<file path="src/rtl/length_finder.sv">
// length_finder: registered count of characters before the first null byte
// in a packed 8-character string (character 0 is the most significant byte).
// The SystemVerilog keyword "string" cannot be used as a port name, so the
// string input is named "str".
module length_finder (
    input  logic        clk,
    input  logic        rst_n,
    input  logic        in_valid,
    input  logic [63:0] str,
    output logic [3:0]  length,
    output logic        out_valid
);

    logic [3:0] len_next;
    logic       found;

    // Priority search: the lowest-numbered all-zero byte sets the length;
    // later bytes (including further nulls) are ignored. No null gives 8.
    always_comb begin
        len_next = 4'd8;
        found    = 1'b0;
        for (int unsigned k = 0; k < 8; k++) begin
            if (!found && (str[63 - 8*k -: 8] == 8'h00)) begin
                len_next = 4'(k);
                found    = 1'b1;
            end
        end
    end

    // Result register: loads on in_valid, otherwise holds; out_valid pulses one cycle.
    always_ff @(posedge clk or negedge rst_n) begin
        if (!rst_n) begin
            length    <= '0;
            out_valid <= 1'b0;
        end else begin
            out_valid <= in_valid;
            if (in_valid) begin
                length <= len_next;
            end
        end
    end

endmodule

</file>
<file path="config.mk">
export PLATFORM = sky130hd
export DESIGN_NAME = length_finder
export DESIGN_NICKNAME = d
export VERILOG_FILES = /design/src/rtl/length_finder.sv
export SDC_FILE = /design/constraint.sdc
export NUM_CORES = 1
export LEC_CHECK = 0
export BUFFER_PORTS_ARGS = -buffer_cell sky130_fd_sc_hd__buf_2
export CORE_MARGIN = 1
export CORE_UTILIZATION = 28
export DETAILED_ROUTE_END_ITERATION = 12
export PLACE_DENSITY = 0.94
export SYNTH_ARGS = -nofsm -noshare
export SYNTH_HDL_FRONTEND = slang
export SYNTH_SLANG_ARGS = --single-unit
</file>
<file path="constraint.sdc">
create_clock -name clk -period 2 [get_ports clk]
set_input_delay 0.3 -clock clk [delete_from_list [all_inputs] [get_ports clk]]
set_output_delay 0.3 -clock clk [all_outputs]
set_load 0.02 [all_outputs]
</file>
; After elaboration in Yosys (flattened, before gate mapping)
; Index checks and enable logic that the tools add are counted.
[word_totals]
register_bits = 5
input_bits = 67
out_inout_bits = 5
wordCells = 39
[classes]
muxes = 15
reduce_logical = 22
[ops]
columns = operator, n
row1 = $logic_not A8 Y1, 8
row2 = $mux W4, 8
row3 = $logic_and A1 B1 Y1, 7
row4 = $logic_not A1 Y1, 7
row5 = $mux W1, 7

; Logic depth before layout (Yosys ltp)
; Gate-level depths: netlist of run 1.
[logic_depth]
ltp_word = 23
mapped_depth = 5
mapped_depth_nobuf = 5

; Least setup slack after synthesis of run 1
; No wires, ideal clock.
[synth_path]
kind = input port to flip-flop
start = in str[25]
end = reg length[2]
setup_time_ns = 0.092
arrival_ns = 1.123
required_ns = 1.908
slack_ns = 0.785
path_stages = 5
n_path_buf = 0
path_cell_list = nor4_1 > nand2_1 > and2_4 > and3_4 > o31ai_2
[synth_between]
elab_chain_len = 12
word_cells_on_any_way = 15
classes_between = mux (7) / reduce/logical (8)
[synth_rtl]
columns = item, line_no
row1 = "start, declared", 9  ; input logic [63:0] str,
row2 = $logic_not A8 Y1 (*), 23  ; if (!found && (str[63 - 8*k -: 8] == 8'h00)) begin
row3 = $logic_and A1 B1 Y1 (*), 23
row4 = $mux W1, 23
row5 = $logic_not A1 Y1, 23
row6 = $logic_and A1 B1 Y1, 23
row7 = $mux W1, 23
row8 = $logic_not A1 Y1, 23
row9 = $logic_and A1 B1 Y1, 23
row10 = $mux W1, 23
row11 = $logic_not A1 Y1, 23
row12 = $logic_and A1 B1 Y1, 23
row13 = $mux W4 (*), 23
row14 = "end signal, assigned", 38  ; length <= len_next;
row15 = "end, declared", 10  ; output logic [3:0] length,
; Every way passes the cells marked *; elsewhere a longest branch is shown, timed or not.
; A chain may end at the register's enable or synchronous reset.

; Worst setup path in the final report of run 1
[layout_path]
start = in str[29]
end = reg length[2]
; The elaborated chain is that of the path after synthesis.

==> metrics.md, run 1 <==
| Metric | Value |
|---|---|
| Count leader, synth | `nor4_1` |
| Pwr dens | `384 nW/um^2` |
| Leading cell types by count after synthesis | `14 x nor4_1, 12 x nand2_1, 5 x dfrtp_1` |
| Avg WL per Cell | `about 9.2 um` |
| Fmax | `between 0.9 and 1 GHz` |
| CP required | `between 2000 and 2500 ps` |
| Syn_nets | `~120` |
| Critical Path Sink Type | `register` |
| Proportion of layout cells with a drive suffix above 1 | `0.638` |
| Critical R2R Launch | `length[0]` |
| Die Y | `~40 um` |
| TritonRoute pass-1 iters | `4` |
| CP arrival | `between 1000 and 1500 ps` |
| DP Worst Slack | `627 ps` |
| Setup TNS | `0 ps` |
| Min-delay worst type | `in2reg` |
| Die ar. | `1630 um^2` |
| Row count | `13` |
| Area grow syn2layout | `99.7%` |
| Final worst slack | `894 ps` |
| Fillers | `~130` |
| Overall Global Routing Usage | `0.185` |
| Post-route cell area | `roughly 820 um^2` |
| Final GP Congestion | `0.682` |
| Mapped cell area | `412 um^2` |
| Vias in the first global route | `~550` |
| P_leak | `0.000476 uW` |
| Die W | `about 40 um` |
| EDFF count, synth | `0` |
| Synth top area share | `0.304` |
| Global-route wire length before repair | `about 2 mm` |
| Delay of the slowest critical-path stage | `between 200 and 300 ps` |
| Critical Path Source Type | `input port` |
| Max_cap viols | `0` |
| Final period util | `0.553` |
| Met1 Resource Use GR | `0.193` |
| Setup bufs post-CTS | `0` |
| Global-route met2 utilization | `0.353` |
| RSZ-0062 raised after global routing | `no` |
| Final Hold Vio Count | `0` |
| Crit-path cells | `buf_2 -> nor4_1 -> nand2_1 -> and2_4 -> and3_4 -> o31ai_2` |
| CTS sink count | `5` |
| Vias post-DR | `between 600 and 700` |
| Drt total wl | `1.30 mm` |
| Gr ovfl total | `0` |
| H-tree depth | `1` |
| I/O pins | `72` |
| Starting Density | `0.309` |
| Slowest cell on crit path | `nor4_1` |
| Critical path launch point | `str[29]` |
| Core ar. | `around 1300 um^2` |
| Gr busiest metal | `met2` |
| Number of synthesized register bits | `5` |
| Placed inst area | `roughly 790 um^2` |
| Worst vdd ir | `about 0.27 mV` |
| CTS Buffer Depth | `2` |
| Post-synthesis sequential area ratio | `0.304` |
| I/O Buffers | `71` |
| Met3 Resource Use GR | `0.0333` |
| Status | `finished clean` |
| Clk root buf | `clkbuf_4` |
| Main synth FF type | `dfrtp_1` |
| CP Depth | `6` |
| Initial antenna violation count | `0` |
| Drc violations | `0` |
| Syn Inst Count | `just over 50` |
| Final ANT Viol Nets | `0` |
| CTS tree | `done` |
| Clock skew | `0 ps` |
| Worst Path Max Fanout | `3` |
| Max-slew violations | `0` |
| WP buf/inv | `1` |
| Vias per cell | `just under 5` |
| Syn avg cell area | `just over 8 um^2` |
| # diodes | `0` |
| Worst-Margin Slew | `around 340 ps` |
| Finish-stage setup viols | `0` |
| Syn. warnings | `0` |
| Worst Reg2Reg Path Length in Cells | `2` |
| Layout net count | `between 150 and 200` |
| Initial drt markers | `7` |
| CP top delay family | `simple AND/OR/NAND/NOR gates` |
| Hold path depth | `1` |
| Clock network latency to the later pin of the worst-skew pair | `approximately 240 ps` |
| Post_cts resized | `0` |
| Tmin final | `approximately 1100 ps` |
| Worst-path clk slew | `40 ps` |
| CTS buffer count | `3` |
| Synth unique cells | `18` |
| Largest net degree at the start of global routing | `8` |
| WS Path Type | `in2reg` |
| Cell taking the most area after synthesis | `dfrtp_1` |
| Dominant cells by area after synthesis | `dfrtp_1 30%, nor4_1 21%, nand2_1 11%` |
| Synth async-reset ratio | `1.00` |
| Hold Path Origin | `in_valid` |
| Slew headroom | `0.771` |
## layout make-up
| type | instances | area, um^2 | share of cell area |
|---|---|---|---|
| Clock buffer | 4 | 26.3 | 0.0320 |
| Inverter | 2 | 7.51 | 0.00913 |
| Multi-Input combinational cell | 44 | 279 | 0.339 |
| Sequential cell | 5 | 125 | 0.152 |
| Tap cell | 15 | 18.8 | 0.0228 |
| Timing Repair Buffer | 72 | 365 | 0.444 |
## path summary, 6_finish.rpt
kind                              to  slack, ps
max                        length[2]        890
min                        out_valid        220
max reg2reg                length[0]       1230
min reg2reg                length[2]        480
max in group asynchronous  length[3]       1480
min in group asynchronous  out_valid        400
## layer usage
| metal | wire (um) | part of all wire |
|---|---|---|
| met1 | 455 | 0.35 |
| met2 | 718 | 0.55 |
| met3 | 108 | 0.083 |
| met4 | 19 | 0.015 |
| met5 | 0 | 0 |
## state kept, by name, summed over array words and instances, names as in the netlist
signal / flops
out_valid: 1
length: 4
## logic make-up (layout without fill, tap and decap cells)
group	count (synthesis)	count (layout)	synth area share
compound gates	10	10	0.179
buf+inv	2	78	0.0182
flops	5	5	0.304
simple gates	34	34	0.498
## through the flow
| stage | power (uW) | util | hold WS [ps] | cells |
|---|---|---|---|---|
| after floorplan | 127 | - | 4.41 | 51 |
| after global placement | 195 | 0.589 | 115 | 137 |
| after detailed placement | 199 | 0.589 | 118 | 137 |
| after CTS | 321 | 0.616 | 210 | 142 |
| after global routing | 337 | 0.616 | 212 | 142 |
| final | 316 | 0.616 | 218 | 142 |
## repair_timing
action / 4_1_cts / 5_1_grt
endpoints found under the hold margin: 5 / 0
setup endpoints to repair: 0 / 0
hold buffers: 1 / 0
## placed cells by master, fill, tap and decap left out
master / count
o31ai_2: 1
o31ai_1: 2
and2_1: 1
nand3_1: 1
nand2_1: 12
nor4_2: 2
dfrtp_1: 5
and3_4: 1
o21ai_0: 1
a21oi_1: 2
clkbuf_4: 3
inv_1: 2
dlygate4sd3_1: 1
a22oi_1: 1
nand3_2: 1
and2_4: 1
a21boi_1: 2
nor4_1: 14
o2bb2ai_1: 1
buf_2: 71
clkbuf_1: 1
nand2_2: 1
## where the power goes
part | switching (uW) | leakage (uW) | total, uW | internal, uW
combinational | 34.9 | 0.000397 | 91.1 | 56.1
clock | 42.5 | 0.0000150 | 118 | 75.5
sequential | 1.57 | 0.0000642 | 107 | 105
No activity file was read; power rests on OpenSTA's default activity.
==> run 2: changes to the inputs <==
--- a/config.mk
+++ b/config.mk
@@ -7,9 +7,9 @@
 export LEC_CHECK = 0
 export BUFFER_PORTS_ARGS = -buffer_cell sky130_fd_sc_hd__buf_2
 export CORE_MARGIN = 1
-export CORE_UTILIZATION = 28
+export CORE_UTILIZATION = 23
 export DETAILED_ROUTE_END_ITERATION = 12
-export PLACE_DENSITY = 0.94
+export PLACE_DENSITY = 0.84
 export SYNTH_ARGS = -nofsm -noshare
 export SYNTH_HDL_FRONTEND = slang
 export SYNTH_SLANG_ARGS = --single-unit
==> constraint.sdc (replaced) <==
create_clock -name clk -period 0.94 [get_ports clk]
set_input_delay 0.141 -clock clk [delete_from_list [all_inputs] [get_ports clk]]
set_output_delay 0.141 -clock clk [all_outputs]
set_load 0.02 [all_outputs]
==> metrics.md, run 2 (synthesis gave the netlist of run 1 again) <==
| Metric | Value |
|---|---|
| Delay of the slowest critical-path stage | `370 ps (+110 ps)` |
| Min-delay worst type | `in2reg` |
| Final Hold Slack | `50.7 ps (-167 ps)` |
| Final GP Congestion | `0.659 (-3.4%)` |
| CP top delay family | `flip-flops` |
| P_leak | `0.000526 uW (+11%)` |
| Core ar. | `1590 um^2 (+20%)` |
| Fmax | `about 1.1 GHz` |
| CTS Buffer Depth | `2 (unchanged)` |
| Final period util | `0.973` |
| Reg2reg end | `length[0]` |
| Die Y | `44.3 um (+9.8%)` |
| Pwr dens | `730 nW/um^2 (+90%)` |
| Worst Path Max Fanout | `2 (-1)` |
| CTS sink count | `5 (unchanged)` |
| Vias post-DR | `737 (+6.2%)` |
| Most common cell after layout, fill and taps aside | `buf_2` |
| Clk root buf | `clkbuf_4` |
| Hold Path Origin | `in_valid` |
| Critical Path Sink Type | `output pin` |
| Max FFs per register | `4 (unchanged)` |
| Initial antenna violation count | `0 (unchanged)` |
| Gr ovfl total | `0 (unchanged)` |
| Worst Reg2Reg Path Length in Cells | `2 (unchanged)` |
| I/O Buffers | `71 (unchanged)` |
| Clock skew | `0 ps (unchanged)` |
| R2R setup slack | `180 ps (-1050 ps)` |
| Drt total wl | `1.67 mm (+28%)` |
| Area of the multi-input gates | `383 um^2 (+37%)` |
| Area grow syn2layout | `146%` |
| Crit-path cells | `buf_4` |
| Status | `finished clean` |
| Worst-path clk slew | `50 ps (about the same)` |
| Tmin final | `914 ps` |
| RSZ-0062 raised after global routing | `yes` |
| CP required | `800 ps (-1360 ps)` |
| Final ANT Viol Nets | `0 (unchanged)` |
| Global-route wire length before repair | `2.68 mm (+34%)` |
| Clock network latency to the later pin of the worst-skew pair | `240 ps (about the same)` |
| Proportion of layout cells with a drive suffix above 1 | `0.739 (+0.101)` |
| Drc violations | `0 (unchanged)` |
| Layout net count | `202 (+3.6%)` |
| Critical R2R Launch | `length[0]` |
| Slowest cell on crit path | `dfrtp_1` |
| Avg WL per Cell | `10.6 um (+15%)` |
| CP arrival | `770 ps (-490 ps)` |
| Initial drt markers | `9 (+2)` |
| Overall Global Routing Usage | `0.183 (-0.00136)` |
| Most frequent cells in the layout | `67 x buf_2, 12 x nand2_1, 9 x nor4_2` |
| WP buf/inv | `1 (unchanged)` |
| TritonRoute pass-1 iters | `4 (unchanged)` |
| CTS buffer count | `3 (unchanged)` |
| Post-DP HPWL | `1.48 mm` |
| Max-slew violations | `0 (unchanged)` |
| Die ar. | `1960 um^2 (+21%)` |
| Vias in the first global route | `768 (+39%)` |
| Vias per cell | `4.66 (-4.6%)` |
| Largest net degree at the start of global routing | `6 (-2)` |
| Slew headroom | `0.787 (+0.0152)` |
| Die W | `44.3 um (+9.8%)` |
| Hold Path Sink | `out_valid` |
| Hold path depth | `1 (unchanged)` |
| Biggest regs | `length: 4 flops, out_valid: 1 flops` |
| CTS tree | `done` |
| H-tree depth | `1 (unchanged)` |
| WS Path Type | `reg2out` |
| Starting Density | `0.258 (-0.0504)` |
| Max_cap viols | `0 (unchanged)` |
| Worst vdd ir | `0.319 mV (+17%)` |
| Finish-stage setup viols | `0 (unchanged)` |
| Row count | `14 (+1)` |
| Fillers | `129 (+0.78%)` |
| Critical Path Source Type | `register` |
| Critical path launch point | `length[2]` |
| Final cell count without fillers | `158 (+11%)` |
| Final Hold Vio Count | `0 (unchanged)` |
| # diodes | `0 (unchanged)` |
| Reg area | `125 um^2 (unchanged)` |
| I/O pins | `72 (unchanged)` |
| Reg with most FFs | `length` |
| Dpl cells | `149 (+8.8%)` |
| Worst-Margin Slew | `317 ps (-22.6 ps)` |
[run 2: cell count changes in the layout (fill, tap and decap cells not counted)]
cell	delta
o21ai_0	-1
nor4_4	+4
o21ai_1	+1
buf_6	+3
nor4_1	-11
buf_4	+8
buf_2	-4
nor4_2	+7
[run 2: repair_timing]
item	4_1_cts	5_1_grt
setup buffers	1	3
endpoints found under the setup margin	1	7
hold buffers	1	0
pin swaps	0	3
hold endpoints to repair	5	0
gates resized for setup	1	12
[run 2: worst max-delay path by stage]
| stage | cells past startpoint | end | slack [ps] |
|---|---|---|---|
| 4_1_cts | 1 | length[1] | 4 |
| 3_5_place_dp | 6 | length[2] | -250 |
| 6_report | 1 | length[2] | 30 |
| 3_3_place_gp | 6 | length[2] | -200 |
| 2_1_floorplan | 5 | length[2] | -60 |
| 5_1_grt | 6 | length[0] | -30 |
[run 2: through the flow]
step | power [uW] | worst slack [ps] | utilization | TNS [ps] | area (um^2)
5_1_grt | 789 | -27.5 | 0.634 | -73.7 | 1010
2_1_floorplan | 277 | -58.3 | - | -58.3 | 475
6_report | 738 | 25.6 | 0.634 | 0 | 1010
3_3_place_gp | 444 | -197 | 0.554 | -687 | 883
3_5_place_dp | 455 | -249 | 0.554 | -834 | 883
4_1_cts | 718 | 4.06 | 0.583 | 0 | 930
[run 2: cell type report]
cell class	instances	share of cell area
Tap cell	24	0.0297
Sequential cell	5	0.124
Inverter	2	0.00743
Clock buffer	4	0.0260
Timing Repair Buffer	79	0.434
Multi-Input combinational cell	44	0.379
[run 2: report_power, final]
group	total [uW]	internal [uW]	leakage [uW]	switching, uW
Clock	254	161	0.0000150	93.6
Combinational	256	147	0.000447	109
Sequential	228	224	0.0000642	4.10
Total	738	532	0.000526	206
[run 2: metal layers]
layer | vias to the layer above | part of all wire | GRT usage
met1 | 323 | 0.33 | 0.155
met2 | 45 | 0.57 | 0.391
met4 | 0 | 0.014 | 0.0970
li1 | 366 | - | -
met3 | 3 | 0.080 | 0.0245
met5 | - | 0 | 0
